<file path="config.mk">
export PLATFORM = sky130hd
export DESIGN_NAME = dest_sel_pipe
export DESIGN_NICKNAME = d
export VERILOG_FILES = /design/src/rtl/dest_sel_pkg.sv /design/src/rtl/onehot_prio_mux.sv /design/src/rtl/dest_sel_pipe.sv
export SDC_FILE = /design/constraint.sdc
export NUM_CORES = 1
export LEC_CHECK = 0
export BUFFER_PORTS_ARGS = -buffer_cell sky130_fd_sc_hd__buf_2
export CAP_MARGIN = 5
export CORE_ASPECT_RATIO = 0.75
export CORE_MARGIN = 2
export CORE_UTILIZATION = 35
export CTS_CLUSTER_DIAMETER = 100
export DETAILED_ROUTE_END_ITERATION = 8
export GPL_TIMING_DRIVEN = 0
export PLACE_DENSITY_LB_ADDON = 0.15
export SYNTH_ARGS = -nofsm -noshare
export SYNTH_HDL_FRONTEND = slang
export SYNTH_SLANG_ARGS = --single-unit
</file>
<file path="constraint.sdc">
create_clock -name clk -period 1.3 [get_ports clk]
set_clock_uncertainty 0.05 [all_clocks]
set_input_delay 0.065 -clock clk [delete_from_list [all_inputs] [get_ports clk]]
set_output_delay 0.065 -clock clk [all_outputs]
set_load 0.005 [all_outputs]
</file>
<file path="src/rtl/dest_sel_pkg.sv">
// Shared constants and the one-hot/priority select helper for dest_sel_pipe.
// The helper works on a fixed maximum width so any N up to SEL_MAX can use it.
package dest_sel_pkg;

    localparam int AW_DEF    = 5;
    localparam int N_DEF     = 3;
    localparam int DEPTH_DEF = 3;

    localparam int SEL_MAX = 32;
    localparam int IDX_W   = $clog2(SEL_MAX);

    typedef struct packed {
        logic [IDX_W-1:0] idx;
        logic             multi;
        logic             none;
    } sel_res_t;

    // Lowest set bit wins; multi is set when more than one bit is high.
    function automatic sel_res_t onehot0_lowest(input logic [SEL_MAX-1:0] sel);
        sel_res_t res;
        res = '0;
        for (int k = SEL_MAX - 1; k >= 0; k--) begin
            if (sel[k]) begin
                res.idx = IDX_W'(k);
            end
        end
        res.none  = (sel == '0);
        res.multi = ((sel & (sel - SEL_MAX'(1))) != '0);
        return res;
    endfunction

endpackage

</file>
<file path="src/rtl/onehot_prio_mux.sv">
// Combinational candidate selector: picks the lowest selected candidate and
// reports whether the select was empty or had more than one bit set.
module onehot_prio_mux
    import dest_sel_pkg::*;
#(
    parameter int AW = AW_DEF,
    parameter int N  = N_DEF
) (
    input  logic [N*AW-1:0] cand_i,
    input  logic [N-1:0]    sel_i,
    output logic [AW-1:0]   value_o,
    output logic            zero_o,
    output logic            multi_o
);

    sel_res_t res;

    assign res     = onehot0_lowest(SEL_MAX'(sel_i));
    assign zero_o  = res.none;
    assign multi_o = res.multi;

    always_comb begin
        value_o = '0;
        for (int k = 0; k < N; k++) begin
            if (res.idx == IDX_W'(k)) begin
                value_o = cand_i[k*AW +: AW];
            end
        end
    end

endmodule

</file>
<file path="src/rtl/dest_sel_pipe.sv">
// Write-destination select followed by a DEPTH-stage {valid, address} pipeline
// with every stage tapped and compared against two source-register queries.
module dest_sel_pipe
    import dest_sel_pkg::*;
#(
    parameter int AW            = AW_DEF,
    parameter int N             = N_DEF,
    parameter int DEPTH         = DEPTH_DEF,
    parameter bit ZERO_SUPPRESS = 1'b1
) (
    input  logic               clk,
    input  logic               rst,
    input  logic [N*AW-1:0]    cand_i,
    input  logic [N-1:0]       sel_i,
    input  logic               valid_i,
    input  logic               stall_i,
    input  logic               flush_i,
    input  logic [2*AW-1:0]    query_i,
    output logic [AW-1:0]      dest_o,
    output logic               valid_o,
    output logic [DEPTH*AW-1:0] tap_dest_o,
    output logic [DEPTH-1:0]   tap_valid_o,
    output logic [2*DEPTH-1:0] hit_o,
    output logic               sel_err_o
);

    logic [AW-1:0] mux_val;
    logic [AW-1:0] hold_q;
    logic [AW-1:0] resolved;
    logic          sel_zero;
    logic          sel_multi;
    logic          stage0_valid;
    logic          accept;

    onehot_prio_mux #(.AW(AW), .N(N)) u_mux (
        .cand_i  (cand_i),
        .sel_i   (sel_i),
        .value_o (mux_val),
        .zero_o  (sel_zero),
        .multi_o (sel_multi)
    );

    // An empty select reuses the last resolved address instead of a candidate.
    assign resolved     = sel_zero ? hold_q : mux_val;
    assign stage0_valid = valid_i && !(ZERO_SUPPRESS && (resolved == '0));

    // Stage 0 captures on every edge with stall_i=0 and flush_i=0; there is no
    // back-pressure to the producer, so a stalled or flushed input is simply
    // not taken and must be presented again.
    assign accept = !stall_i && !flush_i;

    always_ff @(posedge clk or posedge rst) begin
        if (rst) begin
            hold_q    <= '0;
            sel_err_o <= 1'b0;
        end else if (accept) begin
            hold_q <= resolved;
            if (valid_i && sel_multi) begin
                sel_err_o <= 1'b1;
            end
        end
    end

    for (genvar s = 0; s < DEPTH; s++) begin : g_stage
        logic [AW:0] stage_q;
        logic [AW:0] stage_d;

        if (s == 0) begin : g_head
            assign stage_d = {stage0_valid, resolved};
        end else begin : g_body
            assign stage_d = {tap_valid_o[s-1], tap_dest_o[(s-1)*AW +: AW]};
        end

        // Flush drops only the valid bit; the stale address is harmless.
        always_ff @(posedge clk or posedge rst) begin
            if (rst) begin
                stage_q <= '0;
            end else if (flush_i) begin
                stage_q[AW] <= 1'b0;
            end else if (!stall_i) begin
                stage_q <= stage_d;
            end
        end

        assign tap_valid_o[s]          = stage_q[AW];
        assign tap_dest_o[s*AW +: AW]  = stage_q[AW-1:0];
    end

    assign dest_o  = tap_dest_o[(DEPTH-1)*AW +: AW];
    assign valid_o = tap_valid_o[DEPTH-1];

    for (genvar q = 0; q < 2; q++) begin : g_query
        logic [AW-1:0] qa;
        assign qa = query_i[q*AW +: AW];
        for (genvar s = 0; s < DEPTH; s++) begin : g_cmp
            assign hit_o[q*DEPTH + s] = tap_valid_o[s]
                                     && (tap_dest_o[s*AW +: AW] == qa)
                                     && !(ZERO_SUPPRESS && (qa == '0));
        end
    end

endmodule
</file>
==> flow_summary_export.csv, run 1 <==
group,metric,value,unit
critical_path,worst-path-max-fanout,5,
critical_path,slowest_delay,0.46,ns
placement,place.gp.congestion,0.896,
min_path,min_path_type,"in2reg",
final_layout,layout.cells.non_filler,256,
yosys,synthCells,130,
grt,antenna_found_initial,0,
critical_path,cp_num_cells,4,
timing,max-slew-margin-rel,0.522,
timing,rsz0062_at_grt,"yes",
routing,wl,3710,um
critical_path,crit_required,1.19,ns
pwr,comb_power_share,0.398,
timing,setup_ws,-0.218,ns
clock_network,cts_inserted_buffers,3,
yosys,seq_area_frac_synth,0.358,
pwr,vdd_drop_max,0.685,mV
routing,routedWlPerCell,14.5,um
critical_path,worstPathArrival,1.40,ns
grt,grt_pass1_vias,1245,
pwr,switching_power,760,uW
routing,drc,0,
grt,busiest_layer,"met2",
min_path,hold_path_depth,2,
final_layout,drive_gt1_frac,0.559,
final_layout,fin_nets,238,
grt,grtUsageMet1,0.260,
yosys,ys_warn_count,0,
yosys,synth-seq-cells,19,
yosys,synth_flop_cell,"dfrtp_1",
grt,grt_util_met3,0.0459,
routing,firstDrtPassIters,4,
clock_network,htreeDepth,1,
yosys,synthArstFlopShare,1.00,
routing,antenna_left,0,
die,dieWidth,75.1,um
critical_path,crit_start,"g_stage[1].stage_q[3]$_DFFE_PP0P_",
placement,dp_hpwl,2940,um
yosys,synth_top_area_share,0.358,
die,die-area,4310,sq um
clock_network,cts_tree,"done",
timing,final.min_clock_period,1.52,ns
yosys,synthTopCellsByArea,"dfrtp_1 (36%), xnor2_1 (12%), xor2_1 (7.9%), mux2_2 (5.9%), buf_4 (3.4%)",
grt,global_route.usage.met2,0.294,
min_path,hp-start,"flush_i",
placement,dpl.cell_count,244,
run_status,status,"finished with violations",
yosys,yosysTopAreaCell,"dfrtp_1",
job,max-cap-violations,0,
placement,portBuffers,62,
clock_network,ctsLongestPathBuffers,2,
critical_path,r2r_slack,-0.03,ns
pwr,seqPwrFrac,0.422,
critical_path,rr_worst_depth,6,
timing,min_period_over_period,1.17,
timing,max_slew.worst_pin.slew,0.716,ns
critical_path,end_kind,"output port",
timing,fmaxAchievable,659,MHz
yosys,syn_avg_cell_area,10.2,sq um
final_layout,nFillCells,366,
die,rows,19,
grt,gr-total-overflow,0,
critical_path,start_kind,"flop",
pwr,power_frac_clock,0.179,
pwr,switching_share,0.338,
final_layout,syn2layout_area_growth,41.9,%
yosys,synth_common_cells,"dfrtp_1 (19), xnor2_1 (18), xor2_1 (12)",
clock_network,clk_pin_slew,0.07,ns
timing,slew_violations,0,
pwr,leakagePower,0.866,nW
clock_network,clock_sinks,19,
timing,tns,-1.02,ns
run_status,violations,"setup timing",
grt,grt_max_degree,20,
yosys,synth-edff-count,0,
critical_path,critPathKind,"reg2out",
timing,hold_viol,0,
critical_path,crit_path_top_delay_cell,"dfrtp_2",
critical_path,path_cells,"xnor2_2, nand4_1, nor4_1, buf_2",
routing,drt_iter0_markers,77,
die,initial_core_util,0.363,
die,die_h,57.4,um
yosys,synth_fp_nets,163,
critical_path,worstReg2RegEnd,"g_stage[0].stage_q[5]$_DFFE_PP0P_",
yosys,synth_cell_types,31,
critical_path,path_buf_inv,1,
final_layout,num_antenna_cells,0,
critical_path,r2r-start,"hold_q[3]$_DFFE_PP0P_",
routing,vias,1260,
pwr,p_int,1.49,mW
critical_path,endpoint,"hit_o[4]",
yosys,netlist_area,1330,sq um
timing,finalSetupViolCount,7,
yosys,yosysMostFrequentCell,"dfrtp_1",
pwr,p_per_area,1190,nW/um^2
die,io_pins,64,
clock_network,root_buffer,"clkbuf_8",
die,core-area,3660,sq um
routing,avgViaCountPerCell,4.92,
grt,grt_pass1_wl,6050,um
clock_network,clkLatencyLatePin,0.25,ns
grt,grt_usage,0.184,
critical_path,critical_path.top_delay_family,"flip-flops",
## stage by stage
step	utilization	total power, mW	cell area [sq um]	hold WS (ns)	setup WS [ns]
detailed placement	0.465	1.73	1700	0.161	-0.0727
floorplan	-	1.37	1330	-0.0339	0.00293
global route	0.515	2.42	1890	0.00664	-0.292
global placement	0.465	1.70	1700	0.150	-0.0773
CTS	0.500	2.22	1830	0.00623	-0.198
finish	0.515	2.25	1890	0.00901	-0.218
## state kept, by name (all words and copies together) (netlist names)
name and count:
hold_q 5, sel_err_o 1, g_stage.stage_q 13
## power by group through the flow
stage | logic, mW | clock network [mW] | registers, mW
finish | 0.897 | 0.404 | 0.951
CTS | 0.863 | 0.415 | 0.938
global route | 0.982 | 0.458 | 0.976
floorplan | 0.469 | 0 | 0.899
global placement | 0.756 | 0 | 0.940
detailed placement | 0.780 | 0 | 0.947
## kinds of logic after synthesis
logic type,Yosys count,share of synthesized area
AO/OA/AOI/OAI,17,0.0895
XOR/XNOR,30,0.198
adder cells (fa/ha/maj),1,0.00753
buffers and inverters,11,0.0612
flip-flops,19,0.358
multiplexers,12,0.0998
AND/OR/NAND/NOR,40,0.186
## timing repair
item / CTS / global route
pin swaps: 1 / 4
setup buffers: 7 / 0
gates resized for setup: 10 / 9
endpoints found under the hold margin: 19 / 0
hold buffers: 1 / 0
endpoints found under the setup margin: 7 / 7
## layout make-up
| type | count | area (sq um) | share of cell area |
|---|---|---|---|
| repair buffers | 70 | 373 | 0.198 |
| inverters | 1 | 3.75 | 0.00199 |
| multi-input cells | 100 | 833 | 0.442 |
| well taps | 52 | 65.1 | 0.0345 |
| clock buffers | 4 | 45.0 | 0.0239 |
| plain buffers | 10 | 77.6 | 0.0411 |
| flip-flops and latches | 19 | 488 | 0.259 |
## worst min path at each step
| stage | slack, ns | endpoint |
|---|---|---|
| after global routing | 0.007 | sel_err_o$_DFFE_PP0P_ |
| after CTS | 0.006 | g_stage[1].stage_q[5]$_DFFE_PP0P_ |
| after detailed placement | 0.16 | g_stage[1].stage_q[2]$_DFFE_PP0P_ |
| after floorplan | -0.03 | g_stage[0].stage_q[5]$_DFFE_PP0P_ |
| final | 0.009 | g_stage[1].stage_q[5]$_DFFE_PP0P_ |
| after global placement | 0.15 | g_stage[2].stage_q[2]$_DFFE_PP0P_ |
## cells in the final DEF, fill, tap and decap left out, types with 2 or more instances in the layout
cell type | Yosys | layout
clkbuf_8 | 0 | 3
a21oi_1 | 7 | 7
nand3b_1 | 4 | 4
nand4_1 | 6 | 6
nor2_1 | 7 | 7
xnor2_1 | 18 | 14
nor2b_1 | 6 | 6
a21oi_2 | 2 | 2
mux2i_1 | 2 | 2
a22o_1 | 4 | 4
xor2_1 | 12 | 12
xnor2_2 | 0 | 4
nor4_1 | 7 | 2
mux2_2 | 7 | 7
buf_2 | 2 | 64
buf_4 | 6 | 13
dfrtp_2 | 0 | 10
mux2_1 | 3 | 3
buf_6 | 2 | 2
nand2_1 | 2 | 2
dfrtp_1 | 19 | 9
nor4_2 | 0 | 5
or4_1 | 2 | 2
## layer usage
metal  part of all wire  vias up
li1                   -      612
met1               0.47      612
met2               0.48       34
met3              0.047        2
met4             0.0035        0
met5                  0        -
Note: power is estimated with default switching activity, not from simulation.
==> run 2, diff against run 1 <==
--- a/config.mk
+++ b/config.mk
@@ -14,6 +14,7 @@
 export DETAILED_ROUTE_END_ITERATION = 8
 export GPL_TIMING_DRIVEN = 0
 export PLACE_DENSITY_LB_ADDON = 0.15
+export RECOVER_POWER = 100
 export SYNTH_ARGS = -nofsm -noshare
 export SYNTH_HDL_FRONTEND = slang
 export SYNTH_SLANG_ARGS = --single-unit
==> run 2 against run 1 <==
Compared with the run above:
- the run still ends with setup timing left
- register-to-register slack about the same
- final area decreased by 1.7%
- sequential share of layout area increased by 0.25 points
- flip-flop and latch count unchanged
- utilization decreased by 0.89 points
- clock power about the same
- clock-buffer cell count unchanged
- worst hold slack improved by 0.022 ns
- critical path depth unchanged
- largest power group unchanged
- highest routed layer unchanged
==> flow_summary_export.csv, run 2 (synthesis results as in run 1) <==
group,metric,value,unit
clock_network,ctsLongestPathBuffers,2,
final_layout,drive_gt1_frac,0.500,
clock_network,cts_tree,"done",
die,core-area,3660,sq um
clock_network,clk_pin_slew,0.07,ns
clock_network,cts_inserted_buffers,3,
final_layout,nFillCells,371,
final_layout,mostFrequentLayoutCells,"buf_2 (59), xnor2_1 (14), xor2_1 (12), dfrtp_1 (12), clkbuf_1 (10)",
die,io_pins,64,
clock_network,htreeDepth,1,
die,initial_core_util,0.363,
grt,grt_max_degree,20,
timing,finalHoldWorstSlack,0.0309,ns
pwr,leakagePower,0.834,nW
routing,antenna_left,0,
final_layout,largest_reg_flops,13,
critical_path,worstReg2RegEnd,"g_stage[0].stage_q[5]$_DFFE_PP0P_",
grt,gr-total-overflow,0,
timing,final.min_clock_period,1.52,ns
critical_path,end_kind,"output port",
die,dieWidth,75.1,um
routing,avgViaCountPerCell,4.93,
clock_network,clkLatencyLatePin,0.25,ns
pwr,vdd_drop_max,0.679,mV
final_layout,stdcell_area,1850,sq um
timing,slew_violations,0,
timing,tns,-1.27,ns
critical_path,crit_required,1.19,ns
min_path,hp-start,"valid_i",
grt,antenna_found_initial,0,
critical_path,start_kind,"flop",
critical_path,worst-path-max-fanout,5,
placement,place.gp.congestion,0.896,
final_layout,top_register,"g_stage.stage_q",
pwr,total_power,2.21,mW
job,max-cap-violations,0,
run_status,violations,"setup timing",
placement,portBuffers,62,
timing,hold_viol,0,
routing,routedWlPerCell,14.4,um
critical_path,rr_worst_depth,6,
routing,firstDrtPassIters,4,
timing,min_period_over_period,1.17,
min_path,hold_path_depth,2,
placement,dp_worst_setup_slack,-0.0727,ns
min_path,min_path_type,"in2reg",
final_layout,syn2layout_area_growth,39.5,%
clock_network,root_buffer,"clkbuf_8",
timing,rsz0062_at_grt,"yes",
die,die-area,4310,sq um
run_status,status,"finished with violations",
placement,dp_hpwl,2940,um
clock_network,clock_sinks,19,
routing,wl,3700,um
die,die_h,57.4,um
timing,max_slew.worst_pin.slew,0.719,ns
critical_path,r2r_slack,-0.04,ns
timing,max-slew-margin-rel,0.520,
critical_path,r2r-start,"hold_q[3]$_DFFE_PP0P_",
routing,drt_iter0_markers,78,
routing,drc,0,
grt,grt_usage,0.184,
final_layout,final_common_cell,"buf_2",
die,rows,19,
timing,fmaxAchievable,656,MHz
grt,grt_pass1_vias,1245,
grt,grt_pass1_wl,6050,um
min_path,min_to,"sel_err_o$_DFFE_PP0P_",
critical_path,worstPathArrival,1.41,ns
final_layout,num_antenna_cells,0,
timing,finalSetupViolCount,10,
routing,vias,1262,
final_layout,reg_top3,"g_stage.stage_q: 13 flops, hold_q: 5 flops, sel_err_o: 1 flops",
critical_path,critPathKind,"reg2out",
placement,dpl_cell_area,1700,sq um
final_layout,fin_nets,238,
pwr,p_per_area,1190,nW/um^2
timing,setup_ws,-0.224,ns
==> run 2: changes by cell type in the layout (fill, tap and decap cells not counted), sizes merged <==
cell,change
buf,-16
clkbuf,+16
==> run 2: critical path: stages, from the launching register on <==
cell and delay, ns:
dfrtp_2 0.46, xnor2_2 0.17, nand4_1 0.11, nor4_1 0.25, buf_2 0.16
==> run 2: layout make-up <==
type                            count  area, sq um  area share
Multi-Input combinational cell    100          828       0.447
Buffer                             10         76.3      0.0412
Inverter                            1         3.75     0.00203
Timing Repair Buffer               70          350       0.189
Tap cell                           52         65.1      0.0351
Sequential cell                    19          484       0.261
Clock buffer                        4         45.0      0.0243
==> run 2: repair_timing <==
action	CTS	global route
setup endpoints to repair	7	7
gates resized for setup	10	9
buffers inserted	7	0
pin swaps	1	4
endpoints found under the hold margin	19	0
hold buffers	1	0
cloned	0	0
==> run 2: how the worst max path moves through the flow <==
stage / endpoint / startpoint / depth (start not counted) / slack (ns)
2_1_floorplan: g_stage[0].stage_q[5]$_DFFE_PP0P_ / hold_q[2]$_DFFE_PP0P_ / 5 / 0.003
3_3_place_gp: g_stage[0].stage_q[5]$_DFFE_PP0P_ / hold_q[2]$_DFFE_PP0P_ / 5 / -0.08
3_5_place_dp: g_stage[0].stage_q[5]$_DFFE_PP0P_ / hold_q[0]$_DFFE_PP0P_ / 5 / -0.07
4_1_cts: hit_o[0] / hold_q[3]$_DFFE_PP0P_ / 4 / -0.20
5_1_grt: hit_o[1] / g_stage[1].stage_q[2]$_DFFE_PP0P_ / 4 / -0.29
6_report: hit_o[4] / g_stage[1].stage_q[3]$_DFFE_PP0P_ / 4 / -0.22
==> run 2: power breakdown <==
group	total, mW	internal [mW]	switching [mW]
logic	0.860	0.515	0.345
registers	0.948	0.721	0.227
clock network	0.404	0.218	0.186
==> run 2: stage by stage <==
stage,utilization,instances
after floorplan,-,130
after global placement,0.465,244
after detailed placement,0.465,244
after CTS,0.500,256
after global routing,0.506,256
final,0.506,256
==> run 2: per-layer routing <==
metal | GRT usage | routed length, um | vias up
met5 | 0 | 0 | -
met4 | 0.0251 | 13 | 0
met3 | 0.0459 | 180 | 2
met2 | 0.294 | 1800 | 38
met1 | 0.260 | 1700 | 607
li1 | - | - | 615
